===== config.mk =====
export PLATFORM = sky130hd
export DESIGN_NAME = fpu_issue
export DESIGN_NICKNAME = d
export VERILOG_FILES = /design/src/rtl/fpu_issue_pkg.sv /design/src/rtl/fpu_issue.sv
export SDC_FILE = /design/constraint.sdc
export NUM_CORES = 1
export LEC_CHECK = 0
export CORE_UTILIZATION = 40
export DETAILED_ROUTE_END_ITERATION = 10
export PLACE_DENSITY = 0.78
export REMOVE_ABC_BUFFERS = 1
export SLEW_MARGIN = 20
export SYNTH_ARGS = -nofsm -noshare
export SYNTH_HDL_FRONTEND = slang
export SYNTH_SLANG_ARGS = --single-unit
export TNS_END_PERCENT = 30

===== constraint.sdc =====
create_clock -name clk -period 9.7 [get_ports clk]
set_input_delay 2.91 -clock clk [delete_from_list [all_inputs] [get_ports clk]]
set_output_delay 2.91 -clock clk [all_outputs]
set_load 0.01 [all_outputs]

===== src/rtl/fpu_issue_pkg.sv =====
// Shared widths, FSM encoding and operation payload for the FPU issue stage.
package fpu_issue_pkg;

    localparam int unsigned FUNC3_W = 3;
    localparam int unsigned FUNC7_W = 7;
    localparam int unsigned WORD_W  = 32;
    localparam int unsigned STATE_W = 2;

    localparam logic [STATE_W-1:0] ST_IDLE  = 2'd0;
    localparam logic [STATE_W-1:0] ST_ISSUE = 2'd1;
    localparam logic [STATE_W-1:0] ST_WAIT  = 2'd2;
    localparam logic [STATE_W-1:0] ST_HOLD  = 2'd3;

    // Commonly used func7 selectors
    localparam logic [FUNC7_W-1:0] FUNC7_FADD  = 7'b0000000;
    localparam logic [FUNC7_W-1:0] FUNC7_FSQRT = 7'b0101100;
    localparam logic [FUNC7_W-1:0] FUNC7_FMVI  = 7'b1111000;

    typedef struct packed {
        logic [FUNC3_W-1:0] func3;
        logic [FUNC7_W-1:0] func7;
        logic [WORD_W-1:0]  rs1;
        logic [WORD_W-1:0]  rs2;
    } fpu_op_t;

endpackage


===== src/rtl/fpu_issue.sv =====
// Issues one decoded FP operation to an FPU, waits for its result (with timeout)
// and holds the result until writeback consumes it.
module fpu_issue
    import fpu_issue_pkg::*;
#(
    parameter int unsigned TIMEOUT_CYCLES = 1024,
    parameter int unsigned TAG_W          = 5
) (
    input  logic               clk,
    input  logic               rst,
    input  logic               in_valid,
    output logic               in_ready,
    input  logic [FUNC3_W-1:0] in_func3,
    input  logic [FUNC7_W-1:0] in_func7,
    input  logic [WORD_W-1:0]  in_rs1,
    input  logic [WORD_W-1:0]  in_rs2,
    input  logic [TAG_W-1:0]   in_tag,
    output logic               order,
    input  logic               accepted,
    input  logic               done,
    output logic [FUNC3_W-1:0] func3,
    output logic [FUNC7_W-1:0] func7,
    output logic [WORD_W-1:0]  rs1,
    output logic [WORD_W-1:0]  rs2,
    input  logic [WORD_W-1:0]  rd,
    output logic               out_valid,
    input  logic               out_ready,
    output logic [WORD_W-1:0]  out_data,
    output logic [TAG_W-1:0]   out_tag,
    output logic               out_err,
    output logic               busy
);

    localparam int unsigned TIMER_W = $clog2(TIMEOUT_CYCLES + 1);
    localparam logic [TIMER_W-1:0] TIMER_LAST = TIMER_W'(TIMEOUT_CYCLES - 1);
    localparam logic [TIMER_W-1:0] TIMER_MAX  = TIMER_W'(TIMEOUT_CYCLES);

    logic [STATE_W-1:0] state;
    logic [STATE_W-1:0] state_n;
    fpu_op_t            op;
    logic [TIMER_W-1:0] timer;
    logic               load;
    logic               capture;
    logic               expire;

    // State register
    always_ff @(posedge clk or posedge rst) begin
        if (rst) begin
            state <= ST_IDLE;
        end else begin
            state <= state_n;
        end
    end

    // Next state, datapath strobes and state-decoded handshakes
    always_comb begin
        state_n   = state;
        load      = 1'b0;
        capture   = 1'b0;
        expire    = 1'b0;
        in_ready  = 1'b0;
        order     = 1'b0;
        out_valid = 1'b0;
        busy      = 1'b1;
        case (state)
            ST_IDLE: begin
                in_ready = 1'b1;
                busy     = 1'b0;
                if (in_valid) begin
                    load    = 1'b1;
                    state_n = ST_ISSUE;
                end
            end
            ST_ISSUE: begin
                order = 1'b1;
                // done wins over both accept and timeout in the same cycle
                if (done) begin
                    capture = 1'b1;
                    state_n = ST_HOLD;
                end else if (timer == TIMER_LAST) begin
                    expire  = 1'b1;
                    state_n = ST_HOLD;
                end else if (accepted) begin
                    state_n = ST_WAIT;
                end
            end
            ST_WAIT: begin
                if (done) begin
                    capture = 1'b1;
                    state_n = ST_HOLD;
                end else if (timer == TIMER_LAST) begin
                    expire  = 1'b1;
                    state_n = ST_HOLD;
                end
            end
            ST_HOLD: begin
                out_valid = 1'b1;
                if (out_ready) begin
                    state_n = ST_IDLE;
                end
            end
            default: begin
                state_n = ST_IDLE;
            end
        endcase
    end

    // Operand latch, timer and result registers
    always_ff @(posedge clk or posedge rst) begin
        if (rst) begin
            op       <= '0;
            out_tag  <= '0;
            timer    <= '0;
            out_data <= '0;
            out_err  <= 1'b0;
        end else begin
            if (load) begin
                op      <= '{func3: in_func3, func7: in_func7, rs1: in_rs1, rs2: in_rs2};
                out_tag <= in_tag;
                timer   <= '0;
            end else if ((state == ST_ISSUE || state == ST_WAIT) && timer != TIMER_MAX) begin
                timer <= timer + TIMER_W'(1);
            end
            if (capture) begin
                out_data <= rd;
                out_err  <= 1'b0;
            end else if (expire) begin
                out_data <= '0;
                out_err  <= 1'b1;
            end
        end
    end

    assign func3 = op.func3;
    assign func7 = op.func7;
    assign rs1   = op.rs1;
    assign rs2   = op.rs2;

endmodule


==> impl_metrics.ini <==
[placed_design]
gp_routability_congestion = 0.797
port_buffers = 232
hpwl_um = 9200
placed_cells = 852

[synthesis]
yosysUniqueCellTypes = 38
synth_top_area_cell = dfrtp_1
syn_inst = 497
synth.top_cells.by_area = dfrtp_1 (63%), nand2_1 (18%), a22o_1 (5.7%)
async_flop_share = 1.00
ys_warn_count = 0
syn_avg_cell_area_um2 = 9.95
ys_seq_area_frac = 0.632
synth-edff-count = 0
synth_area_um2 = 4950
synth-seq-cells = 125
ys.flop_type = dfrtp_1
yosysTopAreaCellShare = 0.632

[global_routing]
grt_pass1_vias = 4377
antenna_found_initial = 0
overflow = 0
grt_pass1_wl_um = 21100
grt_use_total = 0.211
grt_max_degree = 81

[detailed_routing]
antenna_left = 0
dr.pass1.iters = 4
remaining_drc_errors = 0
dr.first_iter.drc_count = 252
avgViaCountPerCell = 4.88
num_vias = 4310
wl_per_cell_um = 14.9
routed_wl_um = 13200

[sta]
finalMaxSlewViolations = 0
setup_viol_count_final = 0
rsz0062_at_grt = false
post-route-period-util = 0.482
fmax_mhz = 214
tns_ns = 0
finalHoldViolCount = 0
fin_crit_ns = 4.68
fin_skew_ns = 0.00886
worst_pin_slew_ns = 0.916
slew_headroom = 0.389
holdWs_ns = 0.471

[status]
outcome = finished clean

[clock_tree]
cts_setup_buffers = 0
clockBufferDepth = 2
clock_latency_ns = 0.41
cts.sinks = 125
htreeDepth = 4
cts.clk_slew.worst_paths_ns = 0.05
cts_root_buf = clkbuf_16
cts_resized = 0
cts_hold_buffers = 0
cts_tree = yes
cts_buffers = 17

[critical_path]
crit_buf_inv = 3
path_cells = inv_1 -> ha_1 -> inv_1 -> clkdlybuf4s50_1
cp_data_required_time_ns = 6.79
cp_data_arrival_time_ns = 1.77
slowest_delay_ns = 0.53
reg2reg_from = state[0]
cp-start-kind = flop
crit_top_cell = inv_1
crit_path_start = state[0]
path_class = flop to primary output
crit_family = buffers and inverters
crit_fanout = 5
endpoint_kind = primary output
cp_slowest_cell = clkdlybuf4s50_1

[finish]
drive_gt1_frac = 0.0665
instances_no_fill = 884
diodes = 0
final_cell_mix = nand2_1 (241), clkdlybuf4s50_1 (232), dfrtp_1 (125), a22o_1 (32), clkbuf_16 (17)
fillers = 932
syn2layout_area_growth_pct = 62.5
layout.nets = 848
final_common_cell = nand2_1

[power_and_ir_drop]
leakagePower_nw = 3.79
powerDensity_nw_per_um2 = 335
design_power_total_mw = 2.70
ir_drop_v = 0.000137

[die]
fp.coreArea_um2 = 12000
dieArea_um2 = 12800
start_util = 0.412
num_rows = 40
die_width_um = 113
die_y_um = 113
ioPinCount = 233

[hold_path]
min_from = func7[1]
hp-class = flop to flop

[flow_run]
max-cap-violations = 0
==> kinds of logic (layout without fill, tap and decap cells) <==
group                      count (synthesis)  count (layout)  share of synthesized area
and+or+nand+nor                          271             271                      0.221
DFF                                      125             125                      0.632
AOI/OAI and AO/OA                         50              50                     0.0845
buffers and inverters                     36             276                     0.0296
adders and majority gates                  7               7                     0.0177
xor gates and xnor gates                   6               6                     0.0106
muxes                                      2               2                    0.00430
==> registers in the layout, indices dropped and copies added, names as in the netlist <==
register and flops:
out_data 32, func7 7, func3 3, timer 11, out_err 1, rs2 32
out_tag 5, rs1 32, state 2
==> synth_stat cells (3+ instances only) <==
cell      count
a22o_1       32
clkbuf_1     22
inv_1         9
nor2_1        8
or3_1         3
nand4_1       5
buf_2         3
nand2_1     242
a21oi_1       5
xor2_1        4
dfrtp_1     125
ha_1          7
==> routing by layer <==
metal  track usage  share of wire
met4        0.0982          0.030
met1         0.259           0.42
met5             0              0
met2         0.342           0.48
met3        0.0659          0.066
==> report_power, final <==
part	leakage, nW	switching (mW)	internal, mW
combinational	1.90	0.508	0.598
clock	0.318	0.234	0.465
sequential	1.57	0.138	0.753
==> final cells by class <==
class | count | area, um2 | area share
multi-input cells | 336 | 1690 | 0.210
inverters | 9 | 36.3 | 0.00452
repair buffers | 235 | 2340 | 0.292
clock buffers | 19 | 443 | 0.0551
clock inverters | 13 | 211 | 0.0263
well taps | 147 | 184 | 0.0229
flip-flops and latches | 125 | 3130 | 0.389
==> final timing paths <==
| check | slack, ns | cells after the start | end |
|---|---|---|---|
| setup / recovery | 5.02 | 4 | busy |
| hold / removal | 0.47 | 2 | func7[1] |
| setup reg to reg | 7.51 | 6 | rs2[18] |
| hold reg to reg | 0.47 | 2 | func7[1] |
| max in group asynchronous | 5.39 | 3 | rs2[18] |
| min in group asynchronous | 2.95 | 2 | rs2[15] |
==> metrics by stage <==
stage | instance area [um2] | setup slack, ns | util
finish | 8040 | 5.02 | 0.669
global placement | 7370 | 4.91 | 0.614
floorplan | 4830 | 3.46 | -
detailed placement | 7380 | 4.84 | 0.614
CTS | 8030 | 5.00 | 0.669
global route | 8040 | 4.91 | 0.669
==> tightest hold or removal path, cell delays in order (launching register included) <==
cell and delay (ns):
dfrtp_1 0.33, nand2_1 0.05, nand2_1 0.06
No activity file was read; power rests on OpenSTA's default activity.
==> RTL change, RTL diff (same flow settings) <==
`STATE_W`: 2 -> 4.
--- a/src/rtl/fpu_issue_pkg.sv
+++ b/src/rtl/fpu_issue_pkg.sv
@@ -5,5 +5,5 @@
     localparam int unsigned FUNC7_W = 7;
     localparam int unsigned WORD_W  = 32;
-    localparam int unsigned STATE_W = 2;
+    localparam int unsigned STATE_W = 4;
 
     localparam logic [STATE_W-1:0] ST_IDLE  = 2'd0;
Behaviour: same outputs for any inputs over 10 cycles, from zero or initial values and one cycle with rst high; that may be too few to reach the edited logic, so the function may still have changed.
==> RTL change against the original RTL <==
  * Setup slack got worse by 0.10 ns
  * Sequential cell count unchanged
  * Synthesized cell count fell by 0.60%
  * Total power decreased by 3.5%
  * Clock power is 16% lower
  * Register-to-register slack improved by 0.04 ns
  * Synthesized area grew 0.61%
  * Final area shrank 1.2%
  * Fmax shrank 2.1%
  * Wire length grew 5.6%
  * Clock skew decreased by 0.0026 ns
  * Highest routed layer unchanged
==> RTL change: results (changes against the original RTL) <==
| Metric | Value |
|---|---|
| Initial antenna violation count | 0 (unchanged) |
| Grt met3 use | 9.25% (+2.7 points) |
| 1st-pass router iterations | 4 (unchanged) |
| Setup Buffers After CTS | 0 (unchanged) |
| Mux share of post-synthesis cell area | 0.603% (+0.17 points) |
| P_leak | 0.00382 µW (+0.62%) |
| Uppermost layer routed | met4 |
| Post-Synth Adder-Cell Area | 1.76% (-0.011 points) |
| CTS Root Cell | clkbuf_16 |
| Gpl congestion | 0.812 (+1.8%) |
| Met2 usage | 35.9% (+1.8 points) |
| Met1 GRT Util | 26.4% (+0.51 points) |
| Seq/Total Area, Yosys | 62.9% (-0.38 points) |
| Inserted Clock Buffers | 17 (unchanged) |
| Largest net degree at the start of global routing | 91 (+12%) |
| Vias/cell | 4.79 (-1.7%) |
| Port bufs | 232 (unchanged) |
| Top post-synthesis cells by area | dfrtp_1, nand2_1, a22o_1 |
| Syn Inst Count | 494 (-0.60%) |
| Fraction of layout cells with a size suffix above 1 | 6.01% (-0.64 points) |
| Antenna Cells | 0 (unchanged) |
| Resized cells post-CTS | 0 (unchanged) |
| Cell variety after synth | 33 (-13%) |
| Post-Layout Cell Count | 900 (+1.8%) |
| CP delay by family, top | buffers and inverters |
| Dpl cell area | 7380 µm² (about the same) |
| Vias in the first global route | 4,468 (+2.1%) |
| Status | complete, no violations |
| Metal3 WL | 1220 µm (+40%) |
| First-pass GRT wire length | 22,100 µm (+4.6%) |
| Met1 WL | 5750 µm (+4.0%) |
| Worst-path maximum fanout | 6 (+1) |
| Post-Synth XOR/XNOR Area | 1.58% (+0.52 points) |
| Dpl ws | 4.86 ns (+0.0219 ns) |
| Synth Flop Type | dfrtp_1 |
| First DRT Iteration DRCs | 297 (+18%) |
| Max incr delay on CP | 0.56 ns (+0.03 ns) |
| Critical Path AT | 1.87 ns (+0.10 ns) |
| Clk_skew | 0.00621 ns (-0.00264 ns) |
| HP Class | reg -> reg |
| DP Cell Count | 871 (+2.2%) |
| Fillers | 957 (+2.7%) |
| Routed wl met2 | 6640 µm (+4.1%) |
| Top cells by count, synth | nand2_1, dfrtp_1, a22o_1, clkbuf_1, nor2_1 |
| Fin nets | 846 (-0.24%) |
| Max Buffers Root-to-Sink | 2 (unchanged) |
| CTS clk-pin slew, worst paths | 0.05 ns (about the same) |
| FFs w/ async S/R, synth | 100% (unchanged) |
| Total GRT Usage | 22.4% (+1.3 points) |
| Critical-path top delay cell | clkdlybuf4s50_1 |
| Max transition margin | 40.2% (+1.3 points) |
| Yosys Warn Count | 0 (unchanged) |
| H-tree Lvls | 4 (unchanged) |
| Skew-Pair Late Insertion Delay | 0.41 ns (about the same) |
| Routed len/inst | 15.5 µm (+3.7%) |
| Detailed Place HPWL | 9540 µm (+3.6%) |
| Peak VDD IR | 0.000168 V (+22%) |
| Synth Area in Compound Gates | 7.07% (-1.4 points) |
## RTL change: path summary, 6_finish.rpt
kind | start | end | slack (ns) | cells after the start
max | state[0] | busy | 4.92 | 4
min | rs2[8] | rs2[8] | 0.47 | 2
max reg2reg | state[0] | timer[2] | 7.55 | 6
min reg2reg | rs2[8] | rs2[8] | 0.47 | 2
max in group asynchronous | rst | rs2[12] | 5.39 | 3
min in group asynchronous | rst | rs1[19] | 2.95 | 2
## RTL change: cell type report
class | instances | area [µm²] | share of cell area, %
Clock buffer | 22 | 484 | 6.10
Sequential cell | 125 | 3130 | 39.4
Clock inverter | 7 | 65.1 | 0.820
Multi-Input combinational cell | 334 | 1670 | 21.0
Tap cell | 168 | 210 | 2.65
Inverter | 9 | 36.3 | 0.457
Timing Repair Buffer | 235 | 2340 | 29.5
## RTL change: power by group
group,internal (µW),switching [µW]
combinational,596,513
sequential,755,148
clock,373,216
